File: src/rtl/serial_magnitude_comparator.sv
// Compares two wide unsigned operands one nibble per clock, least significant nibble first.
// Higher nibbles override lower ones, so the final cascade state gives the full-width ordering.
//
// state | meaning
// IDLE  | in_ready high, waiting for an operand pair
// RUN   | one nibble compared per edge, idx counts 0..NIBBLES-1
// DONE  | one-hot lt/eq/gt and msd_idx held until out_ready
module serial_magnitude_comparator #(
    parameter int WIDTH   = 32,
    parameter int NIBBLES = WIDTH / 4,
    parameter int IW      = $clog2(NIBBLES)
) (
    input  logic          clk,
    input  logic          rst_n,
    input  logic          in_valid,
    output logic          in_ready,
    input  logic [WIDTH-1:0] a,
    input  logic [WIDTH-1:0] b,
    output logic          out_valid,
    input  logic          out_ready,
    output logic          lt,
    output logic          eq,
    output logic          gt,
    output logic [IW-1:0] msd_idx
);

    generate
        if ((WIDTH % 4) != 0 || WIDTH < 8) begin : g_bad_width
            $error("serial_magnitude_comparator: WIDTH must be a multiple of 4 and >= 8");
        end
    endgenerate

    typedef enum logic [1:0] {
        IDLE = 2'd0,
        RUN  = 2'd1,
        DONE = 2'd2
    } state_t;

    localparam logic [IW-1:0] LAST_IDX = IW'(NIBBLES - 1);

    state_t          state_q, state_d;
    logic [WIDTH-1:0] a_q, a_d;
    logic [WIDTH-1:0] b_q, b_d;
    logic [IW-1:0]   idx_q, idx_d;
    logic [IW-1:0]   msd_q, msd_d;
    logic            lt_q, lt_d;
    logic            eq_q, eq_d;
    logic            gt_q, gt_d;
    logic [3:0]      na, nb;

    // Shift rather than part-select keeps the index arithmetic width-clean for any WIDTH.
    assign na = 4'(a_q >> {idx_q, 2'b00});
    assign nb = 4'(b_q >> {idx_q, 2'b00});

    always_comb begin
        state_d = state_q;
        a_d     = a_q;
        b_d     = b_q;
        idx_d   = idx_q;
        msd_d   = msd_q;
        lt_d    = lt_q;
        eq_d    = eq_q;
        gt_d    = gt_q;
        case (state_q)
            IDLE: begin
                if (in_valid) begin
                    a_d     = a;
                    b_d     = b;
                    lt_d    = 1'b0;
                    eq_d    = 1'b1;
                    gt_d    = 1'b0;
                    idx_d   = '0;
                    msd_d   = '0;
                    state_d = RUN;
                end
            end
            RUN: begin
                if (na > nb) begin
                    lt_d  = 1'b0;
                    eq_d  = 1'b0;
                    gt_d  = 1'b1;
                    msd_d = idx_q;
                end else if (na < nb) begin
                    lt_d  = 1'b1;
                    eq_d  = 1'b0;
                    gt_d  = 1'b0;
                    msd_d = idx_q;
                end
                if (idx_q == LAST_IDX) begin
                    state_d = DONE;
                end else begin
                    idx_d = idx_q + IW'(1);
                end
            end
            DONE: begin
                // Result registers are left alone on exit; consumers qualify with out_valid.
                if (out_ready) begin
                    state_d = IDLE;
                end
            end
            default: state_d = IDLE;
        endcase
    end

    always_ff @(posedge clk or negedge rst_n) begin
        if (!rst_n) begin
            state_q <= IDLE;
            a_q     <= '0;
            b_q     <= '0;
            idx_q   <= '0;
            msd_q   <= '0;
            lt_q    <= 1'b0;
            eq_q    <= 1'b0;
            gt_q    <= 1'b0;
        end else begin
            state_q <= state_d;
            a_q     <= a_d;
            b_q     <= b_d;
            idx_q   <= idx_d;
            msd_q   <= msd_d;
            lt_q    <= lt_d;
            eq_q    <= eq_d;
            gt_q    <= gt_d;
        end
    end

    assign in_ready  = (state_q == IDLE);
    assign out_valid = (state_q == DONE);
    assign lt        = lt_q;
    assign eq        = eq_q;
    assign gt        = gt_q;
    assign msd_idx   = msd_q;

endmodule

File: config.mk
export PLATFORM = sky130hd
export DESIGN_NAME = serial_magnitude_comparator
export DESIGN_NICKNAME = d
export VERILOG_FILES = /design/src/rtl/serial_magnitude_comparator.sv
export SDC_FILE = /design/constraint.sdc
export NUM_CORES = 1
export LEC_CHECK = 0
export BUFFER_PORTS_ARGS = -buffer_cell sky130_fd_sc_hd__clkbuf_2
export CORE_MARGIN = 2
export CORE_UTILIZATION = 58
export CTS_CLUSTER_DIAMETER = 120
export DETAILED_ROUTE_END_ITERATION = 10
export GPL_ROUTABILITY_DRIVEN = 1
export HOLD_SLACK_MARGIN = 0.05
export PLACE_DENSITY = 0.95
export SYNTH_ARGS = -nofsm -noshare
export SYNTH_HDL_FRONTEND = slang
export SYNTH_SLANG_ARGS = --single-unit
File: constraint.sdc
create_clock -name clk -period 5.45 [get_ports clk]
set_input_delay 1.09 -clock clk [delete_from_list [all_inputs] [get_ports clk]]
set_output_delay 1.09 -clock clk [all_outputs]
set_load 0.02 [all_outputs]
==> results of run 1 <==
worst min-delay path by stage:
| stage | from | end |
|---|---|---|
| after floorplan | a_q[21]$_DFFE_PN0P_ | a_q[21]$_DFFE_PN0P_ |
| after global placement | b_q[8]$_DFFE_PN0P_ | b_q[8]$_DFFE_PN0P_ |
| after detailed placement | b_q[8]$_DFFE_PN0P_ | b_q[8]$_DFFE_PN0P_ |
| after CTS | b_q[8]$_DFFE_PN0P_ | b_q[8]$_DFFE_PN0P_ |
| after global routing | a_q[18]$_DFFE_PN0P_ | a_q[18]$_DFFE_PN0P_ |
| final | b_q[14]$_DFFE_PN0P_ | b_q[14]$_DFFE_PN0P_ |
registers in the layout, indices dropped and copies added, names as in the netlist:
name	flops
a_q	32
msd_idx	3
state_q	2
eq	1
b_q	32
gt	1
lt	1
idx_q	3
synthesized netlist by cell type:
library cell,instances
sky130_fd_sc_hd__o21bai_1,1
sky130_fd_sc_hd__a2bb2oi_1,1
sky130_fd_sc_hd__mux2i_1,5
sky130_fd_sc_hd__and2_1,1
sky130_fd_sc_hd__nand3_1,3
sky130_fd_sc_hd__mux2_2,5
sky130_fd_sc_hd__nand2_1,195
sky130_fd_sc_hd__nor2_1,6
sky130_fd_sc_hd__o2bb2ai_1,3
sky130_fd_sc_hd__a22o_1,6
sky130_fd_sc_hd__dfrtp_1,75
sky130_fd_sc_hd__clkbuf_1,6
sky130_fd_sc_hd__nand4_1,1
sky130_fd_sc_hd__nand2b_1,2
sky130_fd_sc_hd__mux4_1,7
sky130_fd_sc_hd__inv_1,3
sky130_fd_sc_hd__o21ai_0,3
sky130_fd_sc_hd__buf_4,2
sky130_fd_sc_hd__buf_6,7
sky130_fd_sc_hd__and2b_1,1
sky130_fd_sc_hd__nor2b_1,1
sky130_fd_sc_hd__buf_2,5
sky130_fd_sc_hd__mux4_2,9
sky130_fd_sc_hd__ha_1,6
sky130_fd_sc_hd__a21oi_1,2
final cells by class:
cell class / instances / area (µm²) / share of cell area
Clock buffer: 10 / 138 / 0.0339
Clock inverter: 6 / 65.1 / 0.0160
Inverter: 3 / 11.3 / 0.00277
Multi-Input combinational cell: 258 / 1500 / 0.369
Sequential cell: 75 / 1880 / 0.462
Tap cell: 75 / 93.8 / 0.0231
Timing Repair Buffer: 75 / 378 / 0.0930
placed cells by master (no fill, tap or decap), types with 5 or more instances in the layout:
cell and instances:
sky130_fd_sc_hd__mux4_2 9, sky130_fd_sc_hd__clkbuf_8 10, sky130_fd_sc_hd__nand2_1 194, sky130_fd_sc_hd__mux4_1 7, sky130_fd_sc_hd__a22o_1 6, sky130_fd_sc_hd__dfrtp_1 75
sky130_fd_sc_hd__ha_1 6, sky130_fd_sc_hd__mux2i_1 5, sky130_fd_sc_hd__nor2_1 6, sky130_fd_sc_hd__clkbuf_2 74, sky130_fd_sc_hd__mux2_2 5
through the flow:
| step | util | area (µm²) | worst slack (ps) |
|---|---|---|---|
| after floorplan | - | 3530 | 3110 |
| after global placement | 0.656 | 3860 | 2330 |
| after detailed placement | 0.656 | 3860 | 2250 |
| after CTS | 0.690 | 4060 | 2230 |
| after global routing | 0.690 | 4060 | 1970 |
| final | 0.690 | 4060 | 2240 |
kinds of logic after synthesis:
group | synth area share
AO/OA/AOI/OAI | 0.0341
buffers and inverters | 0.0433
AND/OR/NAND/NOR | 0.229
adder cells (fa/ha/maj) | 0.0213
flip-flops | 0.532
multiplexers | 0.140
power breakdown:
group | internal (µW) | switching (µW) | leakage [µW] | total [µW]
logic | 500 | 501 | 0.00118 | 1000
clock network | 224 | 209 | 0.000102 | 432
registers | 815 | 227 | 0.000936 | 1040
total | 1540 | 936 | 0.00222 | 2480
routing by layer:
layer,up-vias,global-route usage,part of all wire
met5,-,0,0
met4,0,0.150,0.033
met3,20,0.0407,0.050
met2,102,0.407,0.48
met1,1277,0.330,0.44
li1,1292,-,-
worst min-delay path: cells and delay by family, from the launching register on:
kind,cells,cell delay (ps)
flip-flops,1,340
AND/OR/NAND/NOR,2,100
==> results.md, run 1 <==
Power:
- The worst-case IR drop observed on VDD is 0.330 mV.
- The design draws approximately 2500 µW.
- In this run the power density over the cells is 609 nW/µm².
- The leakage power is 0.00222 µW.

Worst setup path:
- The endpoint of the worst register-to-register path is eq$_DFFE_PN0P_.
- The most critical setup path has its startpoint at idx_q[0]$_DFFE_PN0P_.
- The type of destination of the critical path is a register.
- The startpoint of the lowest-slack register-to-register path is idx_q[0]$_DFFE_PN0P_.
- The most frequent cell on the critical path is sky130_fd_sc_hd__o21ai_0.
- The critical path's largest stage delay is 1000 ps.
- Together, buffers and inverters on the worst path number 0.
- The endpoint of the most critical setup path is eq$_DFFE_PN0P_.
- The arrival time reported for the critical path endpoint is between 3000 and 4000 ps.
- For this design, the slowest cell found on the critical path is sky130_fd_sc_hd__dfrtp_1.
- Counting buffers and inverters, the worst setup path is 7 cells deep.
- The signal on the critical path passes through mux4_1 -> mux2_2 -> ha_1 -> o21ai_0 -> a21oi_1 -> o21ai_0 -> o21ai_0.
- The worst register-to-register path has a depth of 7.
- The required time at the worst-slack endpoint is 5600 ps.
- STA classifies the critical path startpoint as a register.
- The kind of cell with the highest combined delay along the critical path is flip-flops.
- The setup slack on the worst flop-to-flop path is 2240 ps.
- The type of the worst setup path is register to register.
- In this run the worst path has a maximum fanout of 20.

Clock network:
- The count of instances resized after the clock tree is built is 0.
- The insertion delay of the later-clocked pin in the worst-skew pair is 350 ps.
- CTS saw 75 sinks.
- The post-CTS setup repair buffer count is 0.
- The number of H-tree levels is 3.
- The number of hold buffers added after CTS was 0.
- The root buffer cell is sky130_fd_sc_hd__clkbuf_8.
- TritonCTS built the clock tree.
- Clock tree synthesis inserted a total of 9 buffers.
- The maximum root-to-sink buffer count is 2.
- The clock transition at the register clock pins on the worst setup and hold paths after CTS is 80 ps.

Status:
- The run finished with clean final reports.

Synth:
- In the post-synthesis netlist, the biggest area contributors are sky130_fd_sc_hd__dfrtp_1 53%, sky130_fd_sc_hd__nand2_1 21%, sky130_fd_sc_hd__mux4_2 5.7%.
- The post-synthesis register bit count is 75.
- The synthesized area per cell is 9.90 µm².
- The library cell occupying the most area in the post-synthesis netlist is sky130_fd_sc_hd__dfrtp_1.
- The cell count after synthesis came out at 356.
- The net count of the mapped netlist is 430.
- The netlist uses 25 different library cells.
- Of the synthesized area, sequential elements account for 0.532.
- The yosys synthesis warning count is 0.
- The top cell type's share of synthesized area is 0.532.
- The mapped netlist covers between 3000 and 4000 µm².

Timing:
- Of the available clock period, the critical path in the final layout requires 0.588.
- The measured slew at the worst slew-check pin is ~1200 ps.
- Setup violations remaining at the end of the flow were counted as 0.
- The worst path needs 3210 ps of the cycle, external delays included.
- Setup repair after global routing left no endpoint under its margin.
- The number of hold-slack violations in the final timing report came to 0.
- The worst pin sits at a relative slew slack of 0.167.
- The maximum frequency from static timing analysis is 0.312 GHz.
- The count of pins over their slew limit was 0.
- The tightest hold margin is 480 ps.
- The clock arrives with between 5 and 6 ps of skew.
- The setup TNS is 0 ps.

Detailed routing:
- In the routed design, unresolved DRC markers number 0.
- In the routed layout, each cell is associated on average with a via count of 5.36.
- The vias after detailed routing is 2691.
- The first-pass iteration count of the detailed router is 5.
- The number of DRC violations after detailed-routing iteration 0 is 217.
- Dividing the detail-routed wire length by the instance count gives 15.1 µm.
- The detail route stage leaves a number of antenna-violating nets equal to 0.
- The total length of routed wires is about 7600 µm.

Job:
- The number of maximum-capacitance violations is 0.

GRT:
- The pin count of the biggest net entering global routing is 76.
- The number of global-route vias before repair is 2684.
- The number of antenna violations at the first check in global routing is 0.
- In the global route stage, overall resource usage came out at 0.254.
- Global routing finished with a remaining overflow of 0.
- The wire length of the first global-routing pass is ~12000 µm.

Die:
- The initial standard-cell utilization of the core is 0.599.
- The number of top-level pins is 76.
- In this run the core area contains 28 standard-cell rows.
- The height of the die is 82.0 µm.
- The area inside the core boundary is 5890 µm².
- The area of the die is 6720 µm².
- The horizontal die dimension is 82.0 µm.

Placed design:
- The wire-length estimate of the detail-placed layout is 5240 µm.
- Counting tap cells, the placed design contains a total of 486 instances.
- At the end of routability-driven placement, the weighted congestion stood at 0.785.
- During placement, the flow inserted port buffers numbering 75.

Final layout:
- The number of diodes added for antenna fixing is 0.
- After filler insertion, the fill cell instance count of the layout stands at 464.
- The share of layout cells above drive strength 1 is 0.251.
- The number of nets at the end of the flow is approximately 500.
- Relative to the synthesized area, the layout overhead comes to 15.2%.
- The final cell count without fillers is 502.

Min path:
- In this run the worst hold path is classified as register to register.
- The worst hold path was traced through 2 stages.
No activity file was read; power rests on OpenSTA's default activity.
==> run 2, diff against run 1 <==
--- a/config.mk
+++ b/config.mk
@@ -7,12 +7,12 @@
 export LEC_CHECK = 0
 export BUFFER_PORTS_ARGS = -buffer_cell sky130_fd_sc_hd__clkbuf_2
 export CORE_MARGIN = 2
-export CORE_UTILIZATION = 58
+export CORE_UTILIZATION = 49
 export CTS_CLUSTER_DIAMETER = 120
 export DETAILED_ROUTE_END_ITERATION = 10
 export GPL_ROUTABILITY_DRIVEN = 1
 export HOLD_SLACK_MARGIN = 0.05
-export PLACE_DENSITY = 0.95
+export PLACE_DENSITY = 0.87
 export SYNTH_ARGS = -nofsm -noshare
 export SYNTH_HDL_FRONTEND = slang
 export SYNTH_SLANG_ARGS = --single-unit
==> constraint.sdc (replaced) <==
create_clock -name clk -period 2.7 [get_ports clk]
set_input_delay 0.54 -clock clk [delete_from_list [all_inputs] [get_ports clk]]
set_output_delay 0.54 -clock clk [all_outputs]
set_load 0.02 [all_outputs]
==> run 2 against run 1 <==
Against the previous run: fmax rose by 25%; sequential power up 97%; core utilization is 8.2 points lower; die area is 17% higher; critical path depth up 1.
==> results.md, run 2 (synthesis gave the netlist of run 1 again) <==
Power:
- In this run the power density over the cells is 1240 nW/µm².
- Overall power consumption after layout is estimated at ~5200 µW.
- The worst vdd rail ir drop is about 0.47 mV.
- For this design the static power due to leakage is 0.00225 µW.

Timing:
- The smallest clock period supported by the final layout is computed as 2570 ps.
- The setup TNS is 0 ps.
- The tightest hold margin is 310 ps.
- The number of hold-slack violations in the final timing report was 0.
- The max-slew headroom at the worst pin is 0.384.
- Of the available clock period, the critical path in the final layout requires 0.954.
- Setup repair after global routing left no endpoint under its margin.
- Across the routed clock network, the largest skew measured is 7.12 ps.
- At the pin with the least slew margin, the transition time is 923 ps.
- The count of pins over their slew limit came to 0.
- The maximum frequency from static timing analysis is 0.388 GHz.
- Setup violations remaining at the end of the flow were counted as 0.

Clock network:
- The root buffer cell is sky130_fd_sc_hd__clkbuf_8.
- TritonCTS built the clock tree.
- The post-CTS setup repair buffer count is 0.
- The clock net in this run drives a total of 75 sinks.
- For the worst-skew pair, the clock arrives at the later sink with an insertion delay of 360 ps.
- After clock tree synthesis, the clock-pin slew on the worst setup and hold paths is roughly 80 ps.
- The number of H-tree levels is 3.
- The number of clock buffers added by TritonCTS is 9.
- No sink is reached through more buffers than the 2 on the longest clock path.

Die:
- The number of top-level pins is 76.
- The area of the die is 7890 µm².
- In this run the horizontal extent of the chip is 88.8 µm.
- The count of standard-cell rows is 30.
- For this configuration, the core starts out at a cell density of 0.513.
- The height of the die is 88.8 µm.
- The core region is 6870 µm².

GRT:
- After global routing the overflow that remains totals 0.
- The first global-routing pass estimated 12500 µm of wire.
- The number of global-route vias before repair is 2766.
- The number of antenna violations at the first check in global routing is 0.
- For this run, the total global-route usage over all layers was measured as 0.215.
- The pin count of the biggest net entering global routing is between 70 and 80.

Detailed routing:
- In the routed layout, each cell is associated on average with a via count of 5.07.
- The detailed-route DRC error count is 0.
- The number of antenna-violating nets in the routed design is 0.
- The mean routed wirelength per cell is 14.5 µm.
- The first-pass iteration count of the detailed router is 4.
- The final route contains 2685 vias.
- For this block, the initial DRC count from the detailed router was 200.
- The total length of routed wires is around 7700 µm.

Worst setup path:
- The critical path in this run is classified as register to register.
- For the worst setup path, the data required time is 2930 ps.
- STA classifies the critical path startpoint as a register.
- Of all nets on the critical path, the largest fanout is 10.
- The setup slack on the worst flop-to-flop path is 130 ps.
- STA classifies the critical path endpoint as a register.
- For the worst setup path, the data arrival time is 2810 ps.

Final layout:
- Of the cells placed in the final design, the portion with a size suffix greater than 1 is 0.267.
- 0 antenna diodes ended up in the layout.
- The area growth from synthesis to layout is 18.5%.
- In the final layout, the registers with the most flip-flops are a_q (32), b_q (32).
- In the layout the commonest cells are 194 x sky130_fd_sc_hd__nand2_1, 74 x sky130_fd_sc_hd__dfrtp_1, 74 x sky130_fd_sc_hd__clkbuf_2.
- The sequential cells in the finished layout cover a total of 1880 µm².
- In the final layout, the multi-input gates occupy around 1500 µm².
- The most frequent standard cell in the layout excluding fill and tap cells is sky130_fd_sc_hd__nand2_1.
- Counting the fill cells in the layout gives 593.
- The number of nets at the end of the flow is 503.

Job:
- The tool flagged a number of max-cap violations equal to 0.

Min path:
- The worst hold path class is input port to asynchronous set/reset pin.

Status:
- The run finished with clean final reports.

Placed design:
- The wire-length estimate of the detail-placed layout is roughly 5600 µm.
- Buffers placed on the I/O ports in this run total 75.
- The placer's final routability congestion estimate is about 0.79.
==> run 2: critical path: stages (launching register included) <==
cell and delay, ps:
sky130_fd_sc_hd__dfrtp_2 500, sky130_fd_sc_hd__buf_6 210, sky130_fd_sc_hd__mux4_1 590, sky130_fd_sc_hd__mux2_2 280
sky130_fd_sc_hd__ha_1 280, sky130_fd_sc_hd__nand4_1 120, sky130_fd_sc_hd__nand2_1 230, sky130_fd_sc_hd__o21ai_2 120
sky130_fd_sc_hd__o2bb2ai_1 140
==> run 2: final timing paths <==
kind                                       from                     end  cells after the start
setup / recovery           idx_q[0]$_DFFE_PN0P_  msd_idx[0]$_DFFE_PN0P_                      8
hold / removal                            rst_n     a_q[21]$_DFFE_PN0P_                      1
setup reg to reg           idx_q[0]$_DFFE_PN0P_  msd_idx[0]$_DFFE_PN0P_                      8
hold reg to reg              a_q[9]$_DFFE_PN0P_      a_q[9]$_DFFE_PN0P_                      2
max in group asynchronous                 rst_n    idx_q[0]$_DFFE_PN0P_                      1
min in group clk                           b[9]      b_q[9]$_DFFE_PN0P_                      3
==> run 2: through the flow <==
step	util	std cells	setup slack, ps	instance area, µm²
3_3_place_gp	0.575	514	88.9	3950
6_report	0.608	530	126	4180
4_1_cts	0.607	530	45.1	4170
2_1_floorplan	-	356	357	3530
3_5_place_dp	0.575	514	-58.6	3950
5_1_grt	0.608	530	10.7	4180
==> run 2: routing by layer <==
layer,GRT usage,part of all wire
met1,0.284,0.45
met2,0.330,0.45
met3,0.0653,0.072
met4,0.0909,0.028
met5,0,0
==> run 2: layout make-up <==
type | count | share of cell area
inverters | 3 | 0.00270
flip-flops and latches | 75 | 0.450
multi-input cells | 258 | 0.360
clock inverters | 7 | 0.0222
repair buffers | 82 | 0.107
well taps | 96 | 0.0288
clock buffers | 9 | 0.0297
==> run 2: where the power goes <==
part / switching [µW] / internal, µW / total, µW
registers: 403 / 1650 / 2050
clock network: 427 / 516 / 943
logic: 1100 / 1080 / 2180
==> run 2: what timing repair did <==
action,4_1_cts,5_1_grt
hold buffers,0,0
endpoints found under the setup margin,4,4
gates resized for setup,2,2
